--- src/rtl/mem_arbiter_if.sv ---
// mem_arbiter_if
// Purpose: groups the fetch (I), data (D) and unified memory handshake
//          signals that connect the hart-side requesters and the memory
//          to mem_arbiter.
// Modports:
//   slave  - the arbiter's view: takes requests and memory responses in,
//            drives grants, responses and the memory request out.
//   master - the environment's view (requesters plus memory), the mirror
//            image of slave.
// Signals:
//   i_i_req/i_i_addr, o_i_ready/o_i_valid/o_i_rdata/o_i_err   fetch port
//   i_d_req/i_d_addr/i_d_wen/i_d_wdata/i_d_mask,
//   o_d_ready/o_d_valid/o_d_rdata/o_d_err                     data port
//   o_mem_req/o_mem_addr/o_mem_wen/o_mem_wdata/o_mem_mask,
//   i_mem_ready/i_mem_valid/i_mem_rdata                       memory port
interface mem_arbiter_if;
    // Fetch requester
    logic        i_i_req;
    logic [31:0] i_i_addr;
    logic        o_i_ready;
    logic        o_i_valid;
    logic [31:0] o_i_rdata;
    logic        o_i_err;

    // Data requester
    logic        i_d_req;
    logic [31:0] i_d_addr;
    logic        i_d_wen;
    logic [31:0] i_d_wdata;
    logic [3:0]  i_d_mask;
    logic        o_d_ready;
    logic        o_d_valid;
    logic [31:0] o_d_rdata;
    logic        o_d_err;

    // Unified memory port
    logic        o_mem_req;
    logic [31:0] o_mem_addr;
    logic        o_mem_wen;
    logic [31:0] o_mem_wdata;
    logic [3:0]  o_mem_mask;
    logic        i_mem_ready;
    logic        i_mem_valid;
    logic [31:0] i_mem_rdata;

    modport slave (
        input  i_i_req, i_i_addr,
        output o_i_ready, o_i_valid, o_i_rdata, o_i_err,
        input  i_d_req, i_d_addr, i_d_wen, i_d_wdata, i_d_mask,
        output o_d_ready, o_d_valid, o_d_rdata, o_d_err,
        output o_mem_req, o_mem_addr, o_mem_wen, o_mem_wdata, o_mem_mask,
        input  i_mem_ready, i_mem_valid, i_mem_rdata
    );

    modport master (
        output i_i_req, i_i_addr,
        input  o_i_ready, o_i_valid, o_i_rdata, o_i_err,
        output i_d_req, i_d_addr, i_d_wen, i_d_wdata, i_d_mask,
        input  o_d_ready, o_d_valid, o_d_rdata, o_d_err,
        input  o_mem_req, o_mem_addr, o_mem_wen, o_mem_wdata, o_mem_mask,
        output i_mem_ready, i_mem_valid, i_mem_rdata
    );
endinterface

--- src/rtl/mem_arbiter.sv ---
// mem_arbiter
// Purpose: shares one multi-cycle unified memory port between the
//          instruction-fetch requester (I) and the data load/store
//          requester (D). One transaction is in flight at a time
//          (IDLE -> ISSUE -> WAIT -> IDLE, or IDLE -> ERR -> IDLE).
//          D has priority on conflicts; after STARVE_LIMIT consecutive
//          conflicting D grants, I wins the next conflict. Misaligned
//          requests are answered locally with an error response and never
//          reach memory.
// Parameters:
//   STARVE_LIMIT - conflicting D grants before I is forced through (>= 1)
//   CNT_W        - starvation counter width, 2**CNT_W > STARVE_LIMIT
// Ports:
//   i_clk   - clock, rising edge
//   i_rst_n - asynchronous active-low reset; all outputs are 0 while low
//   bus     - mem_arbiter_if.slave: I/D request/response and memory ports
//   o_busy  - a transaction is in progress (state != IDLE)
module mem_arbiter #(
    parameter int unsigned STARVE_LIMIT = 4,
    parameter int unsigned CNT_W        = 3
) (
    input  logic         i_clk,
    input  logic         i_rst_n,
    mem_arbiter_if.slave bus,
    output logic         o_busy
);

    typedef enum logic [1:0] {
        S_IDLE,
        S_ISSUE,
        S_WAIT,
        S_ERR
    } state_t;

    typedef enum logic {
        OWN_I,
        OWN_D
    } owner_t;

    localparam logic [CNT_W-1:0] LIMIT_C = CNT_W'(STARVE_LIMIT);

    // State and latched request
    state_t           r_state;
    owner_t           r_owner;
    logic [CNT_W-1:0] r_cnt;
    logic [29:0]      r_waddr;   // word address; byte offset is only needed for the alignment check
    logic             r_wen;
    logic [31:0]      r_wdata;
    logic [3:0]       r_mask;

    state_t           w_state_nxt;
    owner_t           w_owner_nxt;
    logic [CNT_W-1:0] w_cnt_nxt;
    logic [29:0]      w_waddr_nxt;
    logic             w_wen_nxt;
    logic [31:0]      w_wdata_nxt;
    logic [3:0]       w_mask_nxt;

    // Arbitration
    logic w_starved;
    logic w_grant_i;
    logic w_grant_d;

    // Combinational outputs before the reset gate is applied
    logic        w_i_ready;
    logic        w_i_valid;
    logic [31:0] w_i_rdata;
    logic        w_i_err;
    logic        w_d_ready;
    logic        w_d_valid;
    logic [31:0] w_d_rdata;
    logic        w_d_err;
    logic        w_mem_req;
    logic [31:0] w_mem_addr;
    logic        w_mem_wen;
    logic [31:0] w_mem_wdata;
    logic [3:0]  w_mem_mask;

    // A D access is legal when it is a naturally aligned word, a half on an
    // even address, or any single byte lane. Every other mask is rejected.
    function automatic logic f_d_misaligned(input logic [1:0] lsb, input logic [3:0] mask);
        case (mask)
            4'b1111:                            return lsb != 2'b00;
            4'b0011, 4'b1100:                   return lsb[0];
            4'b0001, 4'b0010, 4'b0100, 4'b1000: return 1'b0;
            default:                            return 1'b1;
        endcase
    endfunction

    assign w_starved = (r_cnt == LIMIT_C);

    // Grants are only possible from IDLE; D wins conflicts unless I has
    // been held off STARVE_LIMIT times in a row.
    always_comb begin
        w_grant_i = 1'b0;
        w_grant_d = 1'b0;
        if (r_state == S_IDLE) begin
            if (bus.i_d_req && bus.i_i_req) begin
                if (w_starved) begin
                    w_grant_i = 1'b1;
                end else begin
                    w_grant_d = 1'b1;
                end
            end else if (bus.i_d_req) begin
                w_grant_d = 1'b1;
            end else if (bus.i_i_req) begin
                w_grant_i = 1'b1;
            end
        end
    end

    // State register and latched request fields
    always_ff @(posedge i_clk or negedge i_rst_n) begin
        if (!i_rst_n) begin
            r_state <= S_IDLE;
            r_owner <= OWN_I;
            r_cnt   <= '0;
            r_waddr <= '0;
            r_wen   <= 1'b0;
            r_wdata <= '0;
            r_mask  <= '0;
        end else begin
            r_state <= w_state_nxt;
            r_owner <= w_owner_nxt;
            r_cnt   <= w_cnt_nxt;
            r_waddr <= w_waddr_nxt;
            r_wen   <= w_wen_nxt;
            r_wdata <= w_wdata_nxt;
            r_mask  <= w_mask_nxt;
        end
    end

    // Next state and outputs
    always_comb begin
        w_state_nxt = r_state;
        w_owner_nxt = r_owner;
        w_cnt_nxt   = r_cnt;
        w_waddr_nxt = r_waddr;
        w_wen_nxt   = r_wen;
        w_wdata_nxt = r_wdata;
        w_mask_nxt  = r_mask;

        w_i_ready   = 1'b0;
        w_i_valid   = 1'b0;
        w_i_rdata   = '0;
        w_i_err     = 1'b0;
        w_d_ready   = 1'b0;
        w_d_valid   = 1'b0;
        w_d_rdata   = '0;
        w_d_err     = 1'b0;
        w_mem_req   = 1'b0;
        w_mem_addr  = '0;
        w_mem_wen   = 1'b0;
        w_mem_wdata = '0;
        w_mem_mask  = '0;

        case (r_state)
            S_IDLE: begin
                if (w_grant_d) begin
                    w_d_ready   = 1'b1;
                    w_owner_nxt = OWN_D;
                    w_waddr_nxt = bus.i_d_addr[31:2];
                    w_wen_nxt   = bus.i_d_wen;
                    w_wdata_nxt = bus.i_d_wdata;
                    w_mask_nxt  = bus.i_d_mask;
                    // Only a D grant that actually held I off counts toward starvation.
                    if (bus.i_i_req && !w_starved) begin
                        w_cnt_nxt = r_cnt + CNT_W'(1);
                    end
                    w_state_nxt = f_d_misaligned(bus.i_d_addr[1:0], bus.i_d_mask) ? S_ERR : S_ISSUE;
                end else if (w_grant_i) begin
                    w_i_ready   = 1'b1;
                    w_owner_nxt = OWN_I;
                    w_waddr_nxt = bus.i_i_addr[31:2];
                    w_wen_nxt   = 1'b0;
                    w_wdata_nxt = '0;
                    w_mask_nxt  = 4'b1111;
                    w_cnt_nxt   = '0;
                    w_state_nxt = (bus.i_i_addr[1:0] != 2'b00) ? S_ERR : S_ISSUE;
                end
            end

            S_ISSUE: begin
                w_mem_req   = 1'b1;
                w_mem_addr  = {r_waddr, 2'b00};
                w_mem_wen   = r_wen;
                w_mem_wdata = r_wdata;
                w_mem_mask  = r_mask;
                // A valid arriving together with ready is not a completion.
                if (bus.i_mem_ready) begin
                    w_state_nxt = S_WAIT;
                end
            end

            S_WAIT: begin
                if (bus.i_mem_valid) begin
                    if (r_owner == OWN_D) begin
                        w_d_valid = 1'b1;
                        w_d_rdata = bus.i_mem_rdata;
                    end else begin
                        w_i_valid = 1'b1;
                        w_i_rdata = bus.i_mem_rdata;
                    end
                    w_state_nxt = S_IDLE;
                end
            end

            S_ERR: begin
                if (r_owner == OWN_D) begin
                    w_d_valid = 1'b1;
                    w_d_err   = 1'b1;
                end else begin
                    w_i_valid = 1'b1;
                    w_i_err   = 1'b1;
                end
                w_state_nxt = S_IDLE;
            end

            default: begin
                w_state_nxt = S_IDLE;
            end
        endcase

        // Ready is combinational from the request inputs, so it must be
        // forced low while reset is held even though the state is IDLE.
        if (!i_rst_n) begin
            w_i_ready   = 1'b0;
            w_i_valid   = 1'b0;
            w_i_rdata   = '0;
            w_i_err     = 1'b0;
            w_d_ready   = 1'b0;
            w_d_valid   = 1'b0;
            w_d_rdata   = '0;
            w_d_err     = 1'b0;
            w_mem_req   = 1'b0;
            w_mem_addr  = '0;
            w_mem_wen   = 1'b0;
            w_mem_wdata = '0;
            w_mem_mask  = '0;
        end
    end

    assign bus.o_i_ready   = w_i_ready;
    assign bus.o_i_valid   = w_i_valid;
    assign bus.o_i_rdata   = w_i_rdata;
    assign bus.o_i_err     = w_i_err;
    assign bus.o_d_ready   = w_d_ready;
    assign bus.o_d_valid   = w_d_valid;
    assign bus.o_d_rdata   = w_d_rdata;
    assign bus.o_d_err     = w_d_err;
    assign bus.o_mem_req   = w_mem_req;
    assign bus.o_mem_addr  = w_mem_addr;
    assign bus.o_mem_wen   = w_mem_wen;
    assign bus.o_mem_wdata = w_mem_wdata;
    assign bus.o_mem_mask  = w_mem_mask;

    assign o_busy = i_rst_n && (r_state != S_IDLE);

endmodule

--- src/flat_wrapper.sv ---
// flat-port wrapper written by rule: the top's interface ports become plain ports
module mem_arbiter_flat 
#(
    parameter int unsigned STARVE_LIMIT = 4,
    parameter int unsigned CNT_W        = 3
)
  (i_clk, i_rst_n, o_busy, bus_i_i_req, bus_i_i_addr, bus_o_i_ready, bus_o_i_valid, bus_o_i_rdata, bus_o_i_err, bus_i_d_req, bus_i_d_addr, bus_i_d_wen, bus_i_d_wdata, bus_i_d_mask, bus_o_d_ready, bus_o_d_valid, bus_o_d_rdata, bus_o_d_err, bus_o_mem_req, bus_o_mem_addr, bus_o_mem_wen, bus_o_mem_wdata, bus_o_mem_mask, bus_i_mem_ready, bus_i_mem_valid, bus_i_mem_rdata);
  mem_arbiter_if bus_i ();
  input  logic i_clk;
  input  logic i_rst_n;
  output logic o_busy;
  input wire logic [$bits(bus_i.i_i_req)-1:0] bus_i_i_req;
  input wire logic [$bits(bus_i.i_i_addr)-1:0] bus_i_i_addr;
  output wire logic [$bits(bus_i.o_i_ready)-1:0] bus_o_i_ready;
  output wire logic [$bits(bus_i.o_i_valid)-1:0] bus_o_i_valid;
  output wire logic [$bits(bus_i.o_i_rdata)-1:0] bus_o_i_rdata;
  output wire logic [$bits(bus_i.o_i_err)-1:0] bus_o_i_err;
  input wire logic [$bits(bus_i.i_d_req)-1:0] bus_i_d_req;
  input wire logic [$bits(bus_i.i_d_addr)-1:0] bus_i_d_addr;
  input wire logic [$bits(bus_i.i_d_wen)-1:0] bus_i_d_wen;
  input wire logic [$bits(bus_i.i_d_wdata)-1:0] bus_i_d_wdata;
  input wire logic [$bits(bus_i.i_d_mask)-1:0] bus_i_d_mask;
  output wire logic [$bits(bus_i.o_d_ready)-1:0] bus_o_d_ready;
  output wire logic [$bits(bus_i.o_d_valid)-1:0] bus_o_d_valid;
  output wire logic [$bits(bus_i.o_d_rdata)-1:0] bus_o_d_rdata;
  output wire logic [$bits(bus_i.o_d_err)-1:0] bus_o_d_err;
  output wire logic [$bits(bus_i.o_mem_req)-1:0] bus_o_mem_req;
  output wire logic [$bits(bus_i.o_mem_addr)-1:0] bus_o_mem_addr;
  output wire logic [$bits(bus_i.o_mem_wen)-1:0] bus_o_mem_wen;
  output wire logic [$bits(bus_i.o_mem_wdata)-1:0] bus_o_mem_wdata;
  output wire logic [$bits(bus_i.o_mem_mask)-1:0] bus_o_mem_mask;
  input wire logic [$bits(bus_i.i_mem_ready)-1:0] bus_i_mem_ready;
  input wire logic [$bits(bus_i.i_mem_valid)-1:0] bus_i_mem_valid;
  input wire logic [$bits(bus_i.i_mem_rdata)-1:0] bus_i_mem_rdata;
  assign bus_i.i_i_req = bus_i_i_req;
  assign bus_i.i_i_addr = bus_i_i_addr;
  assign bus_o_i_ready = bus_i.o_i_ready;
  assign bus_o_i_valid = bus_i.o_i_valid;
  assign bus_o_i_rdata = bus_i.o_i_rdata;
  assign bus_o_i_err = bus_i.o_i_err;
  assign bus_i.i_d_req = bus_i_d_req;
  assign bus_i.i_d_addr = bus_i_d_addr;
  assign bus_i.i_d_wen = bus_i_d_wen;
  assign bus_i.i_d_wdata = bus_i_d_wdata;
  assign bus_i.i_d_mask = bus_i_d_mask;
  assign bus_o_d_ready = bus_i.o_d_ready;
  assign bus_o_d_valid = bus_i.o_d_valid;
  assign bus_o_d_rdata = bus_i.o_d_rdata;
  assign bus_o_d_err = bus_i.o_d_err;
  assign bus_o_mem_req = bus_i.o_mem_req;
  assign bus_o_mem_addr = bus_i.o_mem_addr;
  assign bus_o_mem_wen = bus_i.o_mem_wen;
  assign bus_o_mem_wdata = bus_i.o_mem_wdata;
  assign bus_o_mem_mask = bus_i.o_mem_mask;
  assign bus_i.i_mem_ready = bus_i_mem_ready;
  assign bus_i.i_mem_valid = bus_i_mem_valid;
  assign bus_i.i_mem_rdata = bus_i_mem_rdata;
  mem_arbiter #(.STARVE_LIMIT(STARVE_LIMIT), .CNT_W(CNT_W)) u_core (.i_clk(i_clk), .i_rst_n(i_rst_n), .bus(bus_i), .o_busy(o_busy));
endmodule
--- config.mk ---
export PLATFORM = sky130hd
export DESIGN_NAME = mem_arbiter_flat
export DESIGN_NICKNAME = d
export VERILOG_FILES = /design/src/rtl/mem_arbiter_if.sv /design/src/rtl/mem_arbiter.sv /design/src/flat_wrapper.sv
export SDC_FILE = /design/constraint.sdc
export NUM_CORES = 1
export LEC_CHECK = 0
export CORE_AREA = 2 2 110 112
export DETAILED_ROUTE_END_ITERATION = 16
export DIE_AREA = 0 0 112 114
export GPL_TIMING_DRIVEN = 0
export PLACE_DENSITY = 0.81
export SLEW_MARGIN = 20
export SYNTH_ARGS = -nofsm -noshare
export SYNTH_HDL_FRONTEND = slang
export SYNTH_SLANG_ARGS = --single-unit
--- constraint.sdc ---
create_clock -name i_clk -period 2.1 [get_ports i_clk]
set_input_delay 0.315 -clock i_clk [delete_from_list [all_inputs] [get_ports i_clk]]
set_output_delay 0.315 -clock i_clk [all_outputs]
set_load 0.005 [all_outputs]
==> results <==
worst reg2reg max path, delay by kind of cell (launching register included):
family / cells / cell delay, ns
flip-flops: 1 / 0.46
AO/OA/AOI/OAI: 1 / 0.20
buffers and inverters: 5 / 0.87
AND/OR/NAND/NOR: 2 / 0.35
cell type report:
class	instances	area, um^2	share of cell area [%]
clock buffer	10	229.0	2.754
buffer	37	302.8	3.642
sequential	73	1829	22.00
multi-input combinational	411	2292	27.57
inverter	5	18.77	0.2258
tap	147	183.9	2.213
timing repair buffer	337	3367	40.50
clock inverter	6	90.09	1.084
Yosys cell counts:
cell type,number
nand3_1,36
mux2_2,1
o22ai_1,1
clkbuf_1,8
a32o_1,1
nand4_1,1
nand3_2,1
conb_1,1
ha_1,2
a21oi_1,3
a2111oi_0,1
a2bb2oi_1,1
inv_1,5
nor3b_1,3
clkbuf_2,2
and3_1,2
and2_1,133
nor2_1,38
nor3_1,2
nor4_1,1
nor2_4,1
a22o_1,1
o21ai_1,5
buf_1,5
nand2_1,139
a211oi_1,1
nor2b_1,2
dfrtp_1,73
nand4b_1,1
mux2i_1,1
buf_2,20
buf_4,6
a31oi_1,31
cells by family (layout without fill, tap and decap cells):
group	count (synthesis)	count (layout)	share of synthesized area, %
AOI/OAI and AO/OA	45	45	6.827
muxes	2	2	0.5113
and+or+nand+nor	360	360	42.71
other	1	2	0.09014
buffers and inverters	46	395	5.354
adders and majority gates	2	2	0.6014
DFF	73	73	43.91
how the worst min path moves through the flow:
stage | slack (ns) | from | end | cells past startpoint
2_1_floorplan | 0.02 | i_rst_n | u_core.r_cnt[0]$_DFFE_PN0P_ | 0
3_3_place_gp | 0.47 | u_core.r_wdata[5]$_DFFE_PN0P_ | u_core.r_wdata[5]$_DFFE_PN0P_ | 2
3_5_place_dp | 0.29 | i_rst_n | u_core.r_wdata[21]$_DFFE_PN0P_ | 1
4_1_cts | 0.03 | i_rst_n | u_core.r_wdata[21]$_DFFE_PN0P_ | 3
5_1_grt | 0.03 | i_rst_n | u_core.r_wdata[20]$_DFFE_PN0P_ | 3
6_report | 0.03 | i_rst_n | u_core.r_wdata[20]$_DFFE_PN0P_ | 3
metrics by stage:
stage | hold slack, ns | setup slack, ns
6_report | 0.02741 | -0.09668
2_1_floorplan | 0.01941 | 0.5528
4_1_cts | 0.02962 | -0.1705
3_5_place_dp | 0.2937 | -0.9266
5_1_grt | 0.03398 | -0.1785
3_3_place_gp | 0.4718 | -3.340
registers in the layout, summed over array words and instances, names as in the netlist:
register	cells
u_core.r_cnt	3
u_core.r_state	2
u_core.r_waddr	30
u_core.r_wen	1
u_core.r_mask	4
u_core.r_owner	1
u_core.r_wdata	32
routing by layer:
metal / vias to the layer above / wire length (um)
met2: 231 / 9577
met5: - / 0
met3: 46 / 1136
met4: 0 / 614
li1: 2391 / -
met1: 2377 / 6766
where the power goes:
group          internal [mW]  leakage, nW  switching (mW)
sequential              2.13        0.896           0.407
clock                   1.05        0.153           0.608
combinational           1.94         3.56            1.79
timing repair:
| action | 4_1_cts | 5_1_grt |
|---|---|---|
| pin swaps | 33 | 15 |
| endpoints found under the hold margin | 30 | 0 |
| hold buffers | 3 | 0 |
| resized for setup | 409 | 162 |
| setup endpoints to repair | 136 | 117 |
| buffers inserted | 38 | 14 |
| cloned | 8 | 1 |
==> results.cfg <==
[outcome]
violations = setup timing
status = complete, but fails checks

[worst_setup_path]
slowest_delay_ns = 0.43
cp.depth = 9
startpoint_type = flop
end_kind = output port
path_buf_inv = 6
worstRegToRegCells = 8
cp_max_fo = 5
crit_top_cell = buf_6
startpoint = u_core.r_state[0]$_DFFE_PN0P_
crit_slowest_cell = dfrtp_2
path_cells = nand4b_1 > buf_6 > nor2_4 > buf_6 > buf_6 > buf_6 > buf_6 > and2_4 > buf_6
r2r_end = u_core.r_waddr[25]$_DFFE_PN0P_
r2r_start = u_core.r_state[1]$_DFFE_PN0P_
endpoint = bus_o_d_rdata[20]
arrival_ns = 1.88
path_delay_family = buffers and inverters
critPathKind = reg2out
crit_required_ns = 1.78
regToRegSetupSlack_ns = 0.13

[place]
port-buffer-count = 277
dp_hpwl_um = 12620
placed_area_mm2 = 0.007146
place_inst = 955
gp_congestion = 0.8574

[clocking]
cts_made_buffers = 9
ctsHtreeMaxLevel = 3
cts_buffer_depth = 2
clockRootBuffer = clkbuf_16
clock-sinks = 73
clk_latency_ns = 0.33
path_clk_slew_ns = 0.06
cts_tree = yes

[grt]
grt.met3_usage_pct = 5.792
gr-usage-met1_pct = 30.17
grt_overflow = 0
grt_max_degree = 31
antenna_found_initial = 0
grtUsageMet2_pct = 51.19
grt_pass1_wl_um = 27390
grt.total_usage_pct = 27.22
grt_most_used_layer = met2
grt_pass1_vias = 5202

[layout]
layout_common_cells = 141 x clkdlybuf4s50_1, 138 x nand2_1, 81 x and2_1
fin_util_pct = 70.98
final_common_cell = clkdlybuf4s50_1
antenna_cells = 0
nets = 1015
nFillCells = 894
layout-drive-gt1-share_pct = 29.58
instances_no_fill = 1026
area_growth_pct = 99.82
design_area_mm2 = 0.008313

[synth]
synth_cells = 529
syn-mean-instance-area_um2 = 7.864
ys.warnings.count = 0
synth.largest_area_cell = dfrtp_1
synth_area_mm2 = 0.004160
synth-seq-area-share_pct = 43.91
ys_types = 33
synth_top_area_share_pct = 43.91
synth_seq_cells = 73
synth.top_cells.by_area = dfrtp_1 44%, and2_1 20%, nand2_1 13%

[route]
via_count = 5045
vias_per_cell = 4.917
drtPass1Iterations = 4
wl_per_cell_um = 17.64
ant_nets = 0
drt-total-wl_um = 18100
drt_iter0_drc = 261
drc = 0

[power]
p_leak_nw = 4.612
power_mw = 7.917
vdd_drop_max_mv = 0.5267
powerDensity_mw_per_mm2 = 952.4

[sta]
setup_viol = 20
rsz0062_at_grt = yes
skew_ns = 0.008305
slew-limit-headroom_pct = 35.17
hold_violations = 0
worst_pin_slew_ns = 0.9692
worst_slack_ns = -0.09668
period_needed_ns = 2.197
tns_ns = -0.8810
slew_violations = 0
fmax_mhz = 455.2
post-route-period-util_pct = 104.6

[floorplan]
io_pins = 280
row_count = 40
core_area_mm2 = 0.01171
initial_core_util_pct = 35.52
die_w_um = 112
dieArea_mm2 = 0.01277
die_h_um = 114

[run]
cap_violations = 0

[worst_hold_path]
hold_class = in2async
Note: power is estimated with default switching activity, not from simulation.
